<file path="src/rtl/fp_sqrt_seq.sv">
// Sequential IEEE-754 square root: one root bit per clock via a non-restoring
// integer recurrence, then a single rounding cycle, behind valid/ready handshakes.
module fp_sqrt_seq #(
    parameter int EXP_W      = 8,
    parameter int MAN_W      = 23,
    parameter int ROUND_MODE = 1,
    localparam int W         = 1 + EXP_W + MAN_W
) (
    input  logic         clk,
    input  logic         reset,
    input  logic         in_valid,
    output logic         in_ready,
    input  logic [W-1:0] in_a,
    output logic         out_valid,
    input  logic         out_ready,
    output logic [W-1:0] out_result,
    output logic         out_invalid,
    output logic         out_inexact
);

    localparam int Q     = MAN_W + 2;
    localparam int CNT_W = $clog2(Q);
    localparam logic [EXP_W-1:0] BIAS     = EXP_W'((1 << (EXP_W - 1)) - 1);
    localparam logic [EXP_W-1:0] EXP_ONES = '1;
    localparam logic [W-1:0]     QNAN     = {1'b0, EXP_ONES, 1'b1, {(MAN_W-1){1'b0}}};

    typedef enum logic [1:0] {IDLE, CALC, ROUND, DONE} state_t;

    state_t             state_reg, state_next;
    logic [2*Q-1:0]     rad_reg, rad_next;
    logic [Q+1:0]       rem_reg, rem_next;
    logic [Q-1:0]       root_reg, root_next;
    logic [CNT_W-1:0]   cnt_reg, cnt_next;
    logic [EXP_W-1:0]   exp_reg, exp_next;
    logic [W-1:0]       result_reg, result_next;
    logic               invalid_reg, invalid_next;
    logic               inexact_reg, inexact_next;

    logic               in_sign;
    logic [EXP_W-1:0]   in_exp;
    logic [MAN_W-1:0]   in_frac;
    logic               exp_max, exp_zero, frac_zero;
    logic [EXP_W:0]     e_unb;
    logic [EXP_W-1:0]   res_exp;

    assign in_sign   = in_a[W-1];
    assign in_exp    = in_a[W-2 -: EXP_W];
    assign in_frac   = in_a[MAN_W-1:0];
    assign exp_max   = (in_exp == EXP_ONES);
    assign exp_zero  = (in_exp == '0);
    assign frac_zero = (in_frac == '0);

    // Unbiased exponent halved with an arithmetic shift, so odd values round toward -inf
    // and the odd case is compensated by a one-bit-wider radicand shift.
    assign e_unb   = {1'b0, in_exp} - {1'b0, BIAS};
    assign res_exp = {e_unb[EXP_W], e_unb[EXP_W-1:1]} + BIAS;

    logic [Q+1:0]       rem_shift, rem_step, rem_fix;
    logic               guard, sticky, round_up, frac_carry;
    logic [MAN_W-1:0]   frac_rnd;

    assign rem_shift = {rem_reg[Q-1:0], rad_reg[2*Q-1 -: 2]};
    assign rem_step  = rem_reg[Q+1] ? rem_shift + {root_reg, 2'b11}
                                    : rem_shift - {root_reg, 2'b01};

    // A negative final remainder is restored before it is used as the sticky source.
    assign rem_fix  = rem_reg[Q+1] ? rem_reg + {1'b0, root_reg, 1'b1} : rem_reg;
    assign sticky   = |rem_fix;
    assign guard    = root_reg[0];
    assign round_up = (ROUND_MODE == 1) && guard && (sticky || root_reg[1]);
    assign {frac_carry, frac_rnd} = {1'b0, root_reg[Q-2:1]} + (MAN_W+1)'(round_up);

    always_comb begin
        state_next   = state_reg;
        rad_next     = rad_reg;
        rem_next     = rem_reg;
        root_next    = root_reg;
        cnt_next     = cnt_reg;
        exp_next     = exp_reg;
        result_next  = result_reg;
        invalid_next = invalid_reg;
        inexact_next = inexact_reg;
        case (state_reg)
            IDLE: begin
                if (in_valid) begin
                    invalid_next = 1'b0;
                    inexact_next = 1'b0;
                    state_next   = DONE;
                    if (exp_max) begin
                        if (!frac_zero) begin
                            result_next  = QNAN;
                            invalid_next = ~in_frac[MAN_W-1];
                        end else if (in_sign) begin
                            result_next  = QNAN;
                            invalid_next = 1'b1;
                        end else begin
                            result_next = in_a;
                        end
                    end else if (exp_zero) begin
                        result_next = {in_sign, {(W-1){1'b0}}};
                    end else if (in_sign) begin
                        result_next  = QNAN;
                        invalid_next = 1'b1;
                    end else begin
                        state_next = CALC;
                        rad_next   = e_unb[0] ? {1'b1, in_frac, {(MAN_W+3){1'b0}}}
                                              : {2'b01, in_frac, {(MAN_W+2){1'b0}}};
                        rem_next   = '0;
                        root_next  = '0;
                        cnt_next   = '0;
                        exp_next   = res_exp;
                    end
                end
            end
            CALC: begin
                rad_next  = rad_reg << 2;
                rem_next  = rem_step;
                root_next = {root_reg[Q-2:0], ~rem_step[Q+1]};
                cnt_next  = cnt_reg + CNT_W'(1);
                if (cnt_reg == CNT_W'(Q - 1)) begin
                    state_next = ROUND;
                end
            end
            ROUND: begin
                result_next  = {1'b0, exp_reg + EXP_W'(frac_carry), frac_rnd};
                inexact_next = guard | sticky;
                invalid_next = 1'b0;
                state_next   = DONE;
            end
            DONE: begin
                if (out_ready) begin
                    state_next = IDLE;
                end
            end
            default: state_next = IDLE;
        endcase
    end

    always_ff @(posedge clk) begin
        if (reset) begin
            state_reg   <= IDLE;
            rad_reg     <= '0;
            rem_reg     <= '0;
            root_reg    <= '0;
            cnt_reg     <= '0;
            exp_reg     <= '0;
            result_reg  <= '0;
            invalid_reg <= 1'b0;
            inexact_reg <= 1'b0;
        end else begin
            state_reg   <= state_next;
            rad_reg     <= rad_next;
            rem_reg     <= rem_next;
            root_reg    <= root_next;
            cnt_reg     <= cnt_next;
            exp_reg     <= exp_next;
            result_reg  <= result_next;
            invalid_reg <= invalid_next;
            inexact_reg <= inexact_next;
        end
    end

    assign in_ready    = (state_reg == IDLE);
    assign out_valid   = (state_reg == DONE);
    assign out_result  = result_reg;
    assign out_invalid = invalid_reg;
    assign out_inexact = inexact_reg;

endmodule

</file>
<file path="config.mk">
export PLATFORM = sky130hd
export DESIGN_NAME = fp_sqrt_seq
export DESIGN_NICKNAME = d
export VERILOG_FILES = /design/src/rtl/fp_sqrt_seq.sv
export SDC_FILE = /design/constraint.sdc
export NUM_CORES = 1
export LEC_CHECK = 0
export BUFFER_PORTS_ARGS = -buffer_cell sky130_fd_sc_hd__buf_2
export CORE_MARGIN = 2
export CORE_UTILIZATION = 40
export DETAILED_ROUTE_END_ITERATION = 10
export PLACE_DENSITY = 0.63
export SLEW_MARGIN = 20
export SYNTH_ARGS = -nofsm -noshare
export SYNTH_HDL_FRONTEND = slang
export SYNTH_SLANG_ARGS = --single-unit
</file>
<file path="constraint.sdc">
create_clock -name clk -period 5 [get_ports clk]
set_input_delay 0.5 -clock clk [delete_from_list [all_inputs] [get_ports clk]]
set_output_delay 0.5 -clock clk [all_outputs]
set_load 0.02 [all_outputs]
</file>
==> results_dict.tcl <==
set metrics [dict create \
    fillers 2215 \
    syn-instance-count 1181 \
    start_kind "flip-flop" \
    postCtsResizedCells 0 \
    yosysTopAreaCell "dfxtp_1" \
    yosysWarningCount 0 \
    hpwl_um 17410 \
    drt_iter0_drc 550 \
    tns_ns 0 \
    cts-htree-levels 4 \
    drc 0 \
    synth_edf_count 0 \
    ys_types 76 \
    yosys_register_bits 126 \
    combinationalPowerShare 0.542 \
    die_w_um 153.0 \
    clock_path_buffers 2 \
    syn_nets 1280 \
    cts_setup_buffers 0 \
    syn_to_final_growth_pct 12.56 \
    seqPwrFrac 0.231 \
    drt_wl_total_um 24190 \
    synth.avg_cell_area_um2 7.517 \
    die_area_um2 23400 \
    slowest_stage "o41ai_1" \
    finalSetupViolCount 0 \
    cpPeakStageDelay_ns 0.71 \
    largest_register_ffs 32 \
    place_congestion 0.9410 \
    io_buffers 71 \
    worstSetupPathType "flip-flop to flip-flop" \
    hold_buffers 0 \
    fin_skew_ns 0.008121 \
    drive_above_1_share 0.1094 \
    final_nets 1302 \
    grtUsageTotal 0.2060 \
    std_cell_rows 54 \
    p_int_w 0.003231 \
    grt_overflow_total 0 \
    final_util 0.4579 \
    n_antenna_cell 0 \
    via_count 8409 \
    p_per_area_nw_per_um2 573.0 \
    crit_chain "ha_1 > nor3_1 > or2_1 > o31a_1 > or4_1 > a21oi_2 > xnor2_1 > o2111ai_2 > a2bb2oi_2 > o41ai_1 > a21oi_1" \
    synth_area_um2 8877 \
    pre_cts_slack_ns 1.178 \
    worst_ep_arrival_time_ns 3.96 \
    mostFrequentLayoutCells "nand2_1, dfxtp_1, nor2_1" \
    grt_pass1_wl_um 40410 \
    ys_async_sr_fraction 0 \
    rsz0062_at_grt "false" \
    worst_slack_ns 1.296 \
    clockRootBuffer "clkbuf_16" \
    power_switching_w 0.002495 \
    hold_viol 0 \
    cts_tree "yes" \
    routedWlPerCell_um 16.17 \
    layout_commonest_cell "nand2_1" \
    clock_latency_ns 0.41 \
    outcome "complete, no violations" \
    cts_buffers 17 \
    worst_pin_slew_ns 0.9661 \
    synth_area_leaders "dfxtp_1, ha_1, nand2_1" \
    clkTransAtPathRegs_ns 0.06 \
    maxCapViolCount 0 \
    final_antenna_net_count 0 \
    critPathMaxFanout 9 \
    viasPerCell 5.621 \
    clock_power_share 0.227 \
    synth_top_area_frac 0.2841 \
    ys_seq_area_frac 0.2841 \
    ir_worst_vdd_v 0.0002751 \
    crit_required_ns 5.26 \
    cts_num_sinks 126 \
    slew_headroom 0.3536 \
    p_leak_nw 3.977 \
    start_util 0.4068 \
    hp-class "input pin to flip-flop" \
    antenna_found_initial 0 \
    max_freq_mhz 270.0 \
    grt_start_max_net_pins 74 \
    critPathCaptureType "flip-flop" \
    ioPinCount 72 \
    fp.coreArea_um2 21820 \
    period_needed_ns 3.704 \
    firstDrtPassIters 7 \
    die_h_um 153.0 \
    synth_flop_cell "dfxtp_1" \
    period_share 0.7408 \
    grt_pass1_vias 8130 \
    switching_share 0.4357 \
    hold_slack_ns 0.4054 \
    slew_violations 0 \
]
## critical path: cells and delay by family, from the launching register on
| family | cells | cell delay [ns] |
|---|---|---|
| compound gates | 6 | 1.70 |
| xor+xnor | 1 | 0.14 |
| fa+ha+maj | 1 | 0.32 |
| flops | 1 | 0.56 |
| simple gates | 3 | 0.84 |
## synth_stat cells, types with 3 or more instances
library cell and instances:
inv_1 28, a211oi_1 17, nor2b_1 3, a31oi_1 13, nor2_1 110, xnor2_1 65
nand3_1 62, o21bai_1 3, o21ai_0 57, o31a_1 3, ha_1 62, nand4_1 13
a32oi_1 3, a21o_1 17, a22oi_1 21, o221ai_1 3, or4_1 5, nor4_1 16
clkbuf_1 61, o21ai_1 8, buf_2 5, o211ai_1 8, and3_1 6, nand2b_1 8
a21oi_1 110, nor3_1 23, a21boi_0 3, xor2_1 31, o21a_1 14, nand2_1 180
mux2i_1 24, buf_1 8, or3_1 5, dfxtp_1 126, o31ai_1 4
## path summary, 6_finish.rpt
| check | startpoint | to | slack, ns | depth (start not counted) |
|---|---|---|---|---|
| setup / recovery | root_reg[3] | out_inexact | 1.30 | 11 |
| hold / removal | in_a[31] | out_result[31] | 0.41 | 3 |
| setup reg to reg | root_reg[3] | out_inexact | 1.30 | 11 |
| hold reg to reg | out_result[5] | out_result[5] | 0.44 | 2 |
## through the flow
| stage | instance area, um^2 | instances | total power [W] |
|---|---|---|---|
| 2_1_floorplan | 8877 | 1181 | 0.003721 |
| 3_3_place_gp | 9375 | 1464 | 0.004389 |
| 3_5_place_dp | 9375 | 1464 | 0.004382 |
| 4_1_cts | 9990 | 1496 | 0.005724 |
| 5_1_grt | 9992 | 1496 | 0.006193 |
| 6_report | 9992 | 1496 | 0.005726 |
## power by group through the flow
stage / sequential [W] / combinational (W) / clock (W)
2_1_floorplan: 0.00130 / 0.00242 / 0
3_3_place_gp: 0.00134 / 0.00305 / 0
3_5_place_dp: 0.00134 / 0.00304 / 0
4_1_cts: 0.00132 / 0.00309 / 0.00132
5_1_grt: 0.00134 / 0.00348 / 0.00137
6_report: 0.00132 / 0.00311 / 0.00130
## layout make-up
cell class | instances | area (um^2) | area share
Sequential cell | 126 | 2524 | 0.2526
Clock inverter | 12 | 167.7 | 0.01678
Tap cell | 280 | 350.3 | 0.03506
Timing Repair Buffer | 79 | 417.9 | 0.04182
Multi-Input combinational cell | 950 | 5977 | 0.5982
Inverter | 29 | 108.9 | 0.01089
Clock buffer | 20 | 446.7 | 0.04470
## logic make-up (layout without fill, tap and decap cells)
kind of cell               count (synthesis)  in the layout  share of synthesized area
AOI/OAI and AO/OA                        321            321                     0.2340
muxes                                     26             26                    0.02960
DFF                                      126            126                     0.2841
buffers and inverters                    105            140                    0.04609
and+or+nand+nor                          444            444                     0.2218
adders and majority gates                 63             63                    0.08964
xor gates and xnor gates                  96             96                    0.09471
## layer usage
layer | GRT usage | vias up | routed length (um)
li1 | - | 4253 | -
met1 | 0.2730 | 3927 | 11320
met2 | 0.3453 | 192 | 11270
met3 | 0.03090 | 37 | 1044
met4 | 0.06570 | 0 | 561
met5 | 0 | - | 0
No activity file was read; power rests on OpenSTA's default activity.
